==> src/rtl/instruction_fetch.sv <==
// Fetch front end: PC register, one-deep request pipeline to a
// synchronous instruction memory, and a small {instr, pc} FIFO to decode.
module instruction_fetch #(
  parameter int              XLEN     = 32,
  parameter int              DEPTH    = 4,
  parameter logic [XLEN-1:0] RESET_PC = '0
) (
  input  logic            clk,
  input  logic            reset,
  output logic            imem_req,
  output logic [XLEN-1:0] imem_addr,
  input  logic [31:0]     imem_rdata,
  input  logic            redirect,
  input  logic [XLEN-1:0] redirect_pc,
  input  logic            decode_ready,
  output logic            instruction_valid,
  output logic [31:0]     instruction,
  output logic [XLEN-1:0] instruction_pc,
  output logic [XLEN-1:0] instruction_next_pc
);

  localparam int PW = $clog2(DEPTH);
  localparam int CW = PW + 1;

  logic [XLEN-1:0] fetch_pc_q, fetch_pc_d;
  logic            inflight_valid_q, inflight_valid_d;
  logic [XLEN-1:0] inflight_pc_q, inflight_pc_d;
  logic [PW-1:0]   wr_ptr_q, wr_ptr_d;
  logic [PW-1:0]   rd_ptr_q, rd_ptr_d;
  logic [CW-1:0]   count_q, count_d;

  logic [31:0]     instr_mem_q [DEPTH];
  logic [XLEN-1:0] pc_mem_q    [DEPTH];

  logic [XLEN-1:0] redirect_base;
  logic [CW-1:0]   occupancy;
  logic            issue;
  logic            push;
  logic            pop;
  logic [XLEN-1:0] head_pc;

  assign redirect_base = redirect_pc & ~XLEN'(3);
  assign occupancy = count_q + CW'(inflight_valid_q);

  // Issue looks only at current occupancy; a same-cycle pop does not count
  assign issue = !reset && !redirect
              && (occupancy < CW'(DEPTH));
  assign push  = inflight_valid_q && !redirect;
  assign pop   = instruction_valid && decode_ready
              && !redirect;

  assign imem_req  = issue;
  assign imem_addr = fetch_pc_q;

  always_comb begin
    fetch_pc_d       = fetch_pc_q;
    inflight_valid_d = 1'b0;
    inflight_pc_d    = inflight_pc_q;
    wr_ptr_d         = wr_ptr_q;
    rd_ptr_d         = rd_ptr_q;
    count_d          = count_q;
    if (redirect) begin
      fetch_pc_d = redirect_base;
      wr_ptr_d   = '0;
      rd_ptr_d   = '0;
      count_d    = '0;
    end else begin
      if (issue) begin
        fetch_pc_d       = fetch_pc_q + XLEN'(4);
        inflight_valid_d = 1'b1;
        inflight_pc_d    = fetch_pc_q;
      end
      if (push) wr_ptr_d = wr_ptr_q + PW'(1);
      if (pop)  rd_ptr_d = rd_ptr_q + PW'(1);
      count_d = count_q + CW'(push) - CW'(pop);
    end
  end

  always_ff @(posedge clk) begin
    if (reset) begin
      fetch_pc_q       <= RESET_PC;
      inflight_valid_q <= 1'b0;
      inflight_pc_q    <= '0;
      wr_ptr_q         <= '0;
      rd_ptr_q         <= '0;
      count_q          <= '0;
    end else begin
      fetch_pc_q       <= fetch_pc_d;
      inflight_valid_q <= inflight_valid_d;
      inflight_pc_q    <= inflight_pc_d;
      wr_ptr_q         <= wr_ptr_d;
      rd_ptr_q         <= rd_ptr_d;
      count_q          <= count_d;
    end
  end

  // Storage needs no reset: empty entries are masked at the outputs
  always_ff @(posedge clk) begin
    if (push && !reset) begin
      instr_mem_q[wr_ptr_q] <= imem_rdata;
      pc_mem_q[wr_ptr_q]    <= inflight_pc_q;
    end
  end

  assign instruction_valid = (count_q != '0);
  assign head_pc = pc_mem_q[rd_ptr_q];

  assign instruction = instruction_valid
                     ? instr_mem_q[rd_ptr_q] : '0;
  assign instruction_pc = instruction_valid
                        ? head_pc : '0;
  assign instruction_next_pc = instruction_valid
                             ? head_pc + XLEN'(4) : '0;

endmodule

==> config.mk <==
export PLATFORM = sky130hd
export DESIGN_NAME = instruction_fetch
export DESIGN_NICKNAME = d
export VERILOG_FILES = /design/src/rtl/instruction_fetch.sv
export SDC_FILE = /design/constraint.sdc
export NUM_CORES = 1
export LEC_CHECK = 0
export ABC_AREA = 1
export CAP_MARGIN = 0
export CORE_MARGIN = 1
export CORE_UTILIZATION = 57
export CTS_BUF_LIST = sky130_fd_sc_hd__clkbuf_4
export DETAILED_ROUTE_END_ITERATION = 7
export PLACE_DENSITY = 0.82
export SETUP_SLACK_MARGIN = 0.1
export SKIP_LAST_GASP = 1
export SYNTH_ARGS = -nofsm -noshare
export SYNTH_HDL_FRONTEND = slang
export SYNTH_SLANG_ARGS = --single-unit
==> constraint.sdc <==
create_clock -name clk -period 5 [get_ports clk]
set_clock_uncertainty 0.1 [all_clocks]
set_input_delay 1 -clock clk [delete_from_list [all_inputs] [get_ports clk]]
set_output_delay 1 -clock clk [all_outputs]
set_load 0.005 [all_outputs]
==> metrics <==
Filler cells=1854; Final Hold Vio Count=0; std cell rows=58; vias post-DR=12300; CTS tree=yes; Reg clk slew, reported paths=0.08 ns; Avg WL per Cell=16.7 µm; Seq/Total Area, Yosys=60.1%; number of buffers created by CTS=75; WS Path Type=register to primary output; # H-tree levels=3; starting DRC count in detailed routing=1186; max-cap viol count=0; synthesized cell area=14700 µm²; CP Data Required Time=3.90 ns; cell count along the critical path=13; effective utilization at floorplan=58.3%; R2R Path End=count_q[2]; hold_buf cts=0; Final ANT Viol Nets=0; via density per instance=5.43; Syn Inst Count=1667; footprint of the multi-input gates=5110 µm²; crit start category=register; worst hold path class=register to register; buffers plus inverters on the worst setup path=3; Critical R2R Launch=count_q[1]; crit path to=instruction_next_pc[12]; Tightest Pin Transition=0.913 ns; Tcrit/Tclk final=93.3%; TritonRoute pass-1 iters=5; first-pass GRT wire length=58200 µm; Crit path top cell by count=nand2_1; clock root buffer=clkbuf_4; final count of pins violating max slew=0; commonest non-fill, non-tap cells in the layout=511 x nand2_1, 260 x nor2_1, 248 x edfxtp_1; die area=26500 µm²; Port Buffer Count=189; die span in x=163 µm; Slowest-stage cell, CP=dfxtp_2; Clock Power Share=38.2%; clk_lat worst skew=0.69 ns; combinational power share=5.9%; drt drc=0; layout cell share with drive strength beyond 1=8.57%; final setup violation count=0; Setup TNS=0 ns; P_leak=6.76 nW; status=finished, final reports clean; GRT Total Usage=28.3%; Net Sw Frac=23.3%; fin nets=1959; number of global-route vias before repair=11600; clock sink count=318; Peak VDD IR=0.000165 V; chip height=163 µm; Synth Area in XOR/XNOR=1.13%; commonest non-fill, non-tap cell in the layout=nand2_1; fmax=214 MHz; hpwl dp=24300 µm; cell chain of the critical path=buf_8, nand2_1, nand2_1, ha_1, inv_1, nor2_2, nand2_1, nor2_2, nand2_1, nand2_1, nand2_1, a21oi_1, clkdlybuf4s50_1; Internal=4.01 mW; Period minus WS final=4.66 ns; gr ovfl total=0; largest net degree at the start of global routing=68; synth warn=0; io pins=198; final instance area=17900 µm²; CP Max Fanout=42; R2R depth=10; Final Power=5.23 mW; R2R setup slack=1.91 ns; unrepaired setup endpoints after global routing=false; top cell family by delay on the critical path=simple AND/OR/NAND/NOR gates; Area Growth Syn to Fin=21.6%; Pwr per Cell Area=292 nW/µm²; CP max stage delay=0.57 ns; wirelength, routed=37800 µm; core area=25300 µm²; routability cong.=0.928; relative slew slack=38.8%; adder-cell share of the synthesized area=0.815%; complex-gate fraction of the synthesized area=7.94%; DP Area=16900 µm²; Yosys reg bits=318; Clock Tree Buf Depth=3; multiplexer share of the synthesized area=0%; Sw Pwr=1.22 mW; Seq pwr share=55.9%; Critical Path AT=3.56 ns; syn_area_per_cell=8.84 µm²; combinational family with the most area after synthesis=simple AND/OR/NAND/NOR gates; post-synth cell types=36; register area=8850 µm²; Worst setup EP type=primary output; simple-gate share of the synthesized area=24.4%; initial antenna violation count=1
-- per-layer routing --
metal	wire length, µm	vias up	global-route usage, %
li1	-	5982	-
met3	3200	72	4.38
met5	0	-	0
met1	15000	5687	36.7
met2	18700	587	48.1
met4	886	0	10.7
-- cell usage after synthesis (all sizes together) --
cell type | n | area, µm²
o22ai | 1 | 6.26
buf | 49 | 293
edfxtp | 248 | 7450
dfxtp | 70 | 1400
a31oi | 6 | 37.5
xor2 | 19 | 166
a22oi | 1 | 7.51
nand2 | 513 | 1930
clkinv | 1 | 3.75
o221ai | 1 | 8.76
o21a | 1 | 7.51
nand3 | 87 | 440
nor2 | 276 | 1070
o31ai | 1 | 7.51
a211oi | 1 | 7.51
conb | 1 | 3.75
nand4 | 9 | 56.3
ha | 8 | 100
or2 | 1 | 6.26
a32oi | 1 | 8.76
clkbuf | 33 | 124
nor3 | 19 | 100
fa | 1 | 20.0
a21oi | 100 | 500
o211ai | 7 | 52.6
inv | 107 | 404
o21ai | 105 | 526
-- how the worst min path moves through the flow --
stage | cells past startpoint | slack [ns] | start | endpoint
after CTS | 2 | 0.35 | rd_ptr_q[1] | register
after floorplan | 2 | 0.34 | rd_ptr_q[1] | register
final | 2 | 0.36 | rd_ptr_q[1] | register
after global routing | 2 | 0.41 | rd_ptr_q[1] | register
after detailed placement | 2 | 0.35 | rd_ptr_q[1] | register
after global placement | 2 | 0.34 | rd_ptr_q[1] | register
-- through the flow --
stage	setup slack, ns	cells	utilization [%]	hold WS [ns]
after floorplan	0.322	1672	-	0.336
after global placement	0.778	2128	66.8	0.343
after detailed placement	0.657	2128	66.8	0.350
after CTS	0.134	2262	70.6	0.350
after global routing	0.106	2269	70.9	0.406
final	0.335	2269	70.9	0.356
-- flip-flops by register name (all words and copies together) (netlist names), named ones only --
register / cells
instr_mem_q: 128
pc_mem_q: 120
imem_addr: 30
inflight_pc_q: 30
count_q: 3
rd_ptr_q: 2
wr_ptr_q: 2
inflight_valid_q: 1
-- power groups by stage --
stage                     combinational (mW)  sequential, mW  clock [mW]
final                                  0.308            2.92        2.00
after global routing                   0.336            2.93        2.17
after CTS                              0.305            2.92        2.02
after detailed placement               0.303            2.98           0
after global placement                 0.294            2.98           0
after floorplan                        0.141            2.96           0
-- cells by family after synthesis --
group / after synthesis
buffers and inverters: 190
adders and majority gates: 9
DFF: 318
xor gates and xnor gates: 19
AOI/OAI and AO/OA: 225
and+or+nand+nor: 905
other: 1
-- what timing repair did --
| action | CTS | global route |
|---|---|---|
| endpoints found under the setup margin | 4 | 21 |
| resized for setup | 0 | 6 |
| buffers inserted | 1 | 6 |
-- worst min-delay path: stages (launching register included) --
cell,delay [ns]
dfxtp_1,0.30
inv_1,0.06
a21oi_1,0.07
-- area by class of cell --
type                       instances  share of cell area (%)
multi-input combinational       1164                    28.6
tap                              330                    2.31
timing repair buffer             215                    12.2
clock inverter                    28                   0.796
clock buffer                     105                    4.40
antenna                            1                  0.0140
sequential                       318                    49.4
inverter                         108                    2.31
(Power assumes the default switching activity.)
